===== src/rtl/vga_mem_pkg.sv =====
// ---------------------------------------------------------------------------
// vga_mem_pkg
// Shared types and defaults for the VGA / CPU memory arbiter slice.
//   arb_state_t : arbiter FSM states (NORMAL, FORCE_CPU)
//   owner_t     : which port a returning read belongs to
//   rsp_tag_t   : one slot of the read-response tag pipeline {valid, owner}
//   DEF_ADDR_W / DEF_DATA_W : default memory word-address and word widths
// ---------------------------------------------------------------------------
package vga_mem_pkg;

  localparam int DEF_ADDR_W = 22;
  localparam int DEF_DATA_W = 32;

  typedef enum logic {
    NORMAL    = 1'b0,
    FORCE_CPU = 1'b1
  } arb_state_t;

  typedef enum logic {
    OWN_VGA = 1'b0,
    OWN_CPU = 1'b1
  } owner_t;

  typedef struct packed {
    logic   valid;
    owner_t owner;
  } rsp_tag_t;

endpackage


===== src/rtl/vga_arb_rsp_pipe.sv =====
// ---------------------------------------------------------------------------
// vga_arb_rsp_pipe
// Delay line of response tags that mirrors the memory read latency. Every
// read grant pushes {valid, owner}; the tag emerges RD_LAT cycles later and
// steers the returning mem_rdata to the right port.
// Ports:
//   clk, rst_n  : clock, asynchronous active-low reset (clears all tags)
//   push        : a read was granted this cycle
//   owner       : 1 = CPU read, 0 = VGA read (only meaningful with push)
//   vga_rvalid  : read data on rdata belongs to the VGA port
//   cpu_rvalid  : read data on rdata belongs to the CPU port
// ---------------------------------------------------------------------------
module vga_arb_rsp_pipe
  import vga_mem_pkg::*;
#(
  parameter int RD_LAT = 2
) (
  input  logic clk,
  input  logic rst_n,
  input  logic push,
  input  logic owner,
  output logic vga_rvalid,
  output logic cpu_rvalid
);

  rsp_tag_t [RD_LAT-1:0] tag_q;
  rsp_tag_t [RD_LAT-1:0] tag_d;

  // Stage 0 captures the grant; each later stage copies its predecessor.
  // Empty slots carry a fixed owner so the pipe contents are deterministic.
  always_comb begin
    tag_d          = '0;
    tag_d[0].valid = push;
    tag_d[0].owner = push ? owner_t'(owner) : OWN_VGA;
    for (int i = 1; i < RD_LAT; i++) begin
      tag_d[i] = tag_q[i-1];
    end
  end

  // Asynchronous clear drops every in-flight read, so nothing is reported
  // for commands issued before a reset.
  always_ff @(posedge clk or negedge rst_n) begin
    if (!rst_n) begin
      tag_q <= '0;
    end else begin
      tag_q <= tag_d;
    end
  end

  always_comb begin
    vga_rvalid = tag_q[RD_LAT-1].valid && (tag_q[RD_LAT-1].owner == OWN_VGA);
    cpu_rvalid = tag_q[RD_LAT-1].valid && (tag_q[RD_LAT-1].owner == OWN_CPU);
  end

endmodule


===== src/rtl/vga_mem_arbiter.sv =====
// ---------------------------------------------------------------------------
// vga_mem_arbiter
// Two-port arbiter in front of a single-ported pipelined memory. The VGA
// pixel fetcher has priority; the CPU gets the leftover cycles. Grants and
// the memory command are combinational in the request cycle, read data
// returns RD_LAT cycles later on rdata, qualified by vga_rvalid/cpu_rvalid.
//
// Optional feature (macro VGA_ARB_STARVE_GUARD_EN):
//   defined   : a 4-bit saturating wait counter tracks consecutive CPU
//               denials; after CPU_MAX_WAIT of them the FSM enters
//               FORCE_CPU and the CPU wins exactly one grant.
//   undefined : strict VGA priority, the CPU may stall indefinitely.
//
// Ports:
//   clk, rst_n                       : clock, asynchronous active-low reset
//   vga_req, vga_addr                : pixel-fetch read request
//   vga_gnt, vga_rvalid              : VGA accepted / VGA read data valid
//   cpu_req, cpu_we, cpu_addr,
//   cpu_wdata                        : CPU read/write request
//   cpu_gnt, cpu_rvalid              : CPU accepted / CPU read data valid
//   mem_en, mem_we, mem_addr,
//   mem_wdata, mem_rdata             : memory command and read data
//   rdata                            : mem_rdata passed to both ports
// ---------------------------------------------------------------------------
module vga_mem_arbiter
  import vga_mem_pkg::*;
#(
  parameter int ADDR_W       = DEF_ADDR_W,
  parameter int DATA_W       = DEF_DATA_W,
  parameter int RD_LAT       = 2,
  parameter int CPU_MAX_WAIT = 8
) (
  input  logic              clk,
  input  logic              rst_n,
  input  logic              vga_req,
  input  logic [ADDR_W-1:0] vga_addr,
  output logic              vga_gnt,
  output logic              vga_rvalid,
  input  logic              cpu_req,
  input  logic              cpu_we,
  input  logic [ADDR_W-1:0] cpu_addr,
  input  logic [DATA_W-1:0] cpu_wdata,
  output logic              cpu_gnt,
  output logic              cpu_rvalid,
  output logic              mem_en,
  output logic              mem_we,
  output logic [ADDR_W-1:0] mem_addr,
  output logic [DATA_W-1:0] mem_wdata,
  input  logic [DATA_W-1:0] mem_rdata,
  output logic [DATA_W-1:0] rdata
);

  logic rd_push;
  logic rd_owner;

`ifdef VGA_ARB_STARVE_GUARD_EN
  localparam logic [3:0] MAX_WAIT = 4'(CPU_MAX_WAIT);

  arb_state_t state_q;
  arb_state_t state_d;
  logic [3:0] wait_cnt_q;
  logic [3:0] wait_cnt_d;

  always_ff @(posedge clk or negedge rst_n) begin
    if (!rst_n) begin
      state_q    <= NORMAL;
      wait_cnt_q <= '0;
    end else begin
      state_q    <= state_d;
      wait_cnt_q <= wait_cnt_d;
    end
  end

  // Grants depend on the registered state only, so the forced slot is
  // decided before the cycle starts. Grants are held low while rst_n is low
  // because they are combinational from the requests.
  // The switch to FORCE_CPU looks at the next counter value: the CPU loses
  // CPU_MAX_WAIT cycles and wins the following one.
  always_comb begin
    vga_gnt    = 1'b0;
    cpu_gnt    = 1'b0;
    wait_cnt_d = '0;
    state_d    = state_q;

    if (rst_n) begin
      if (state_q == FORCE_CPU) begin
        cpu_gnt = cpu_req;
        vga_gnt = vga_req & ~cpu_req;
      end else begin
        vga_gnt = vga_req;
        cpu_gnt = cpu_req & ~vga_req;
      end
    end

    if (cpu_req && !cpu_gnt) begin
      wait_cnt_d = (wait_cnt_q >= MAX_WAIT) ? MAX_WAIT : wait_cnt_q + 4'd1;
    end

    unique case (state_q)
      NORMAL: begin
        if (wait_cnt_d == MAX_WAIT) begin
          state_d = FORCE_CPU;
        end
      end
      FORCE_CPU: begin
        if (cpu_gnt || !cpu_req) begin
          state_d = NORMAL;
        end
      end
      default: state_d = NORMAL;
    endcase
  end
`else
  // Starvation limit is meaningless without the guard.
  logic unused_max_wait;
  assign unused_max_wait = ^4'(CPU_MAX_WAIT);

  always_comb begin
    vga_gnt = rst_n & vga_req;
    cpu_gnt = rst_n & cpu_req & ~vga_req;
  end
`endif

  // Memory command follows whichever port won this cycle.
  always_comb begin
    mem_en    = vga_gnt | cpu_gnt;
    mem_we    = cpu_gnt & cpu_we;
    mem_addr  = cpu_gnt ? cpu_addr : vga_addr;
    mem_wdata = cpu_wdata;
  end

  // Only reads produce a response; writes leave no tag.
  always_comb begin
    rd_push  = vga_gnt | (cpu_gnt & ~cpu_we);
    rd_owner = cpu_gnt;
  end

  assign rdata = mem_rdata;

  vga_arb_rsp_pipe #(
    .RD_LAT(RD_LAT)
  ) u_rsp_pipe (
    .clk       (clk),
    .rst_n     (rst_n),
    .push      (rd_push),
    .owner     (rd_owner),
    .vga_rvalid(vga_rvalid),
    .cpu_rvalid(cpu_rvalid)
  );

endmodule


===== config.mk =====
export PLATFORM = sky130hd
export DESIGN_NAME = vga_mem_arbiter
export DESIGN_NICKNAME = d
export VERILOG_FILES = /design/src/rtl/vga_mem_pkg.sv /design/src/rtl/vga_arb_rsp_pipe.sv /design/src/rtl/vga_mem_arbiter.sv
export SDC_FILE = /design/constraint.sdc
export NUM_CORES = 1
export LEC_CHECK = 0
export CELL_PAD_IN_SITES_DETAIL_PLACEMENT = 1
export CELL_PAD_IN_SITES_GLOBAL_PLACEMENT = 1
export CORE_ASPECT_RATIO = 2
export CORE_MARGIN = 4
export CORE_UTILIZATION = 10
export DETAILED_ROUTE_END_ITERATION = 6
export PLACE_DENSITY_LB_ADDON = 0.1
export SYNTH_ARGS = -nofsm -noshare
export SYNTH_HDL_FRONTEND = slang
export SYNTH_SLANG_ARGS = --single-unit

===== constraint.sdc =====
create_clock -name clk -period 0.98 [get_ports clk]
set_input_delay 0.098 -clock clk [delete_from_list [all_inputs] [get_ports clk]]
set_output_delay 0.098 -clock clk [all_outputs]
set_load 0.01 [all_outputs]

# Word level (Yosys, flattened, before mapping)
# Index checks and enable logic that the tools add are counted.
# word_totals
elab_cells	18
ff_bits	4
out_inout_bits	92
input_bits	113
# op_classes
bitwise_logic	10
reduce_logical	2
mux	2
# ops
operator	count
22-bit 2-to-1 mux	1
1-bit AND	5
1-bit inverter	3
1-bit logical AND	2
1-bit OR	2
1-bit 2-to-1 mux	1

# Depth between registers and ports, before layout
# Gate-level depths: netlist of the first run.
# logic_depth
depth_word	5
ltp_mapped	3

# Hierarchy
# From an unflattened synthesis of the first run, not the netlist that was laid out.
# hier_totals
cells_unflattened	103
hier_area_um2	999.7
# by_module_without_submodules
module	cells_per_inst	seq_area_each_um2	instances	area_per_inst_um2
vga_mem_arbiter	96	0.0	1	877.1
vga_arb_rsp_pipe	7	100.1	1	122.6

# Worst setup path after synthesis of the first run
# OpenSTA, ideal clock, no wires.
# synth_path
path_type	in2out
from	input port vga_req
to	output port mem_addr[10]
path_slack_ns	0.118
arrival_time_ns	0.764
t_required_ns	0.882
n_path_buf	1
cell_stages	3
cell_sequence	nand3b_4 > buf_6 > mux2_4
# synth_via
elab_chain_len	3
# synth_rtl
element	line	text
start, declared	vga_mem_arbiter.sv:35	input logic vga_req,
1-bit inverter	vga_mem_arbiter.sv:120	cpu_gnt = rst_n & cpu_req & ~vga_req;
1-bit AND	vga_mem_arbiter.sv:120	
22-bit 2-to-1 mux	vga_mem_arbiter.sv:128	mem_addr = cpu_gnt ? cpu_addr : vga_addr;
end, declared	vga_mem_arbiter.sv:47	output logic [ADDR_W-1:0] mem_addr,
# No other way between the ends.

# Worst setup path in the final report of the first run
# layout_path
from	input port vga_req
to	output port mem_addr[16]
# The elaborated chain is that of the path after synthesis.

==> results.yml, run 1 <==
final_layout:
  n_antenna_cell: 0
  areaGrowthSynthToFinish_pct: 62.45
  final_area_um2: 1608
  final_cells: 258
  drive_above_1_share_pct: 50.00
  num-nets-final: 241
setup_path:
  r2r-end: "u_rsp_pipe.tag_q[2]$_DFF_PN0_"
  start_kind: "input port"
  crit_type: "in2out"
  cp_data_arrival_time_ps: 1000
  r2r-start: "u_rsp_pipe.tag_d[2]$_DFF_PN0_"
  r2r_cells: 0
  crit_top_cell: "buf_6"
  endpoint_kind: "output pin"
  slowest_stage: "mux2_4"
  r2r_setup_slack_ps: 490
  crit_fanout: 9
  crit_path_cell_trace: "buf_6 -> nand3b_4 -> buf_6 -> mux2_4 -> buf_6"
  slowest_delay_ps: 300
  crit_required_ps: 880
placed_design:
  gp_congestion: 0.6197
  dpl-instance-area_um2: 1503
  dp_hpwl_um: 3278
  io_buffers: 76
  post-place-cells: 252
clock_tree:
  clk_latency_ps: 220
  cts_tree: "done"
  clk_pin_slew_ps: 30
  cts_buffer_depth: 2
  h-tree-depth: 1
  cts_root_buf: "clkbuf_16"
  clock_sinks: 4
  numCtsBuffers: 3
power:
  powerDensity_nw_per_um2: 878.6
  total_leakage_power_uw: 0.0007515
  peakVddDrop_mv: 0.2964
sta:
  worst_slack_ps: -114.9
  rsz0062_at_grt: "true"
  tns_ps: -2158
  slew_viol_final: 0
  setup_viol: 22
  fmax_mhz: 913.4
  fin_skew_ps: 1.196
  period_needed_ps: 1095
  final_hold_viol_count: 0
  worst_slew_pin_slew_ps: 201.2
  relSlewSlack_pct: 86.54
  fin_crit_sh_pct: 111.7
grt:
  antenna_found_initial: 0
  track_usage_pct: 6.405
  grt_max_degree: 10
  grt-ovfl-total: 0
  grt_pass1_wl_um: 5278
  grt_pass1_vias: 945
die:
  rows: 51
  core-area_um2: 9699
  boundaryPins: 205
  die_w_um: 78.35
  start_util_pct: 10.20
  die_h_um: 148.7
  dieArea_um2: 11650
yosys:
  ys_types: 11
  synth_xor_area_share_pct: 0
  avgSynthCellArea_um2: 9.609
  synth_fa_ha_area_share_pct: 0
  synth_top_family_by_area: "buffers and inverters"
  yosysTopAreaCell: "buf_4"
  muxShareOfSynthArea_pct: 31.48
  yosysSeqAreaShare_pct: 10.11
  synth_simple_gate_area_share_pct: 5.310
  syn_inst: 103
  synth_seq_cells: 4
  yosys-top-cells-area: "buf_4, mux2_4, dfrtp_1, mux2_2, buf_6"
  yosysTopAreaCellShare_pct: 48.55
  yosysWarnings: 0
  synth_compound_area_share_pct: 1.517
  syn_nets: 216
  syn_area_um2: 989.7
routing:
  drc: 0
  drt-initial-drc-count: 0
  dr_total_vias: 772
  dr.pass1.iters: 1
  wirelength_um: 3809
  via_per_inst: 2.992
  ant_nets: 0
  wl_per_cell_um: 14.76
hold_path:
  hp-start: "cpu_we"
  min_to: "u_rsp_pipe.tag_d[2]$_DFF_PN0_"
  holdPathStages: 3
  hold_class: "in2reg"
run_status:
  outcome: "complete, but fails checks"
  violations: "negative setup slack"
flow_run:
  maxCapViolCount: 0
-- report_power, final --
group	switching [µW]	internal, µW
sequential	2.33	174
clock	116	521
combinational	182	417
-- cells by family after synthesis --
kind of cell,count (synthesis)
buffers and inverters,68
multiplexers,22
AND/OR/NAND/NOR,7
flip-flops,4
AO/OA/AOI/OAI,2
-- cell usage in the layout (no fill, tap or decap) --
cell type	instances
buf_12	2
o21a_1	2
mux2_4	18
nor2b_1	2
buf_4	4
dfrtp_1	4
clkdlybuf4s50_1	43
inv_1	2
dlygate4sd3_1	1
buf_6	26
clkbuf_16	3
clkdlybuf4s15_1	1
mux2_2	4
dlygate4sd2_1	3
buf_2	5
nand3b_4	1
nor2_1	2
and2_1	2
dlymetal6s2s_1	1
-- how the worst max path moves through the flow --
stage / startpoint / endpoint / slack, ps
6_report: vga_req / mem_addr[16] / -110
5_1_grt: vga_req / mem_addr[16] / -150
4_1_cts: vga_req / mem_addr[6] / -210
3_5_place_dp: rst_n / mem_addr[4] / -870
3_3_place_gp: rst_n / mem_addr[4] / -880
2_1_floorplan: vga_req / mem_addr[10] / 120
-- final cells by class --
| cell class | instances | area [µm²] |
|---|---|---|
| multi-input combinational | 31 | 382.9 |
| sequential | 4 | 100.1 |
| tap | 132 | 165.2 |
| inverter | 2 | 7.507 |
| clock buffer | 3 | 75.07 |
| fill | 1146 | 8092 |
| timing repair buffer | 86 | 877.1 |
-- synth_stat cells, drive strengths merged --
cell type and count:
buf 66, dfrtp 4, inv 2, nor2 2, nand3b 1, and2 2
o21a 2, nor2b 2, mux2 22
-- layer usage --
metal  routed length, µm  vias up  GRT usage, %
li1                    -      313             -
met1                 798      308         3.628
met2                2148      111         13.06
met3                 602       40         3.091
met4                 260        0         5.429
met5                   0        -             0
-- state kept, by name (all words and copies together), names as in the netlist --
signal and count:
u_rsp_pipe.tag_d 2, u_rsp_pipe.tag_q 2
-- through the flow --
stage / utilization (%) / setup WS, ps / hold slack, ps / total power (µW)
6_report: 16.58 / -114.9 / 177.0 / 1413
5_1_grt: 16.58 / -148.8 / 196.0 / 1470
2_1_floorplan: - / 118.4 / -197.6 / 627.5
4_1_cts: 16.82 / -213.8 / 196.1 / 1457
3_3_place_gp: 15.49 / -876.7 / 196.1 / 773.9
3_5_place_dp: 15.49 / -869.4 / 196.1 / 768.7
-- worst max-delay path, delay by kind of cell --
kind / cells / cell delay [ps]
and+or+nand+nor: 1 / 200
buffers and inverters: 3 / 390
muxes: 1 / 300
-- timing repair --
| action | 4_1_cts | 5_1_grt |
|---|---|---|
| setup endpoints to repair | 28 | 25 |
| gates cloned | 1 | 0 |
| hold endpoints to repair | 4 | 0 |
| pin swaps | 1 | 0 |
| hold buffers | 1 | 0 |
| setup buffers | 4 | 0 |
| gates resized for setup | 146 | 2 |
Note: power is estimated with default switching activity, not from simulation.
==> inputs of run 2 (changes only) <==
--- a/config.mk
+++ b/config.mk
@@ -10,6 +10,7 @@
 export CORE_ASPECT_RATIO = 2
 export CORE_MARGIN = 4
 export CORE_UTILIZATION = 10
+export CTS_CLUSTER_SIZE = 16
 export DETAILED_ROUTE_END_ITERATION = 6
 export PLACE_DENSITY_LB_ADDON = 0.1
 export SYNTH_ARGS = -nofsm -noshare
==> results of run 2 <==
No change in the layout: final DEF, timing and power equal those of run 1.
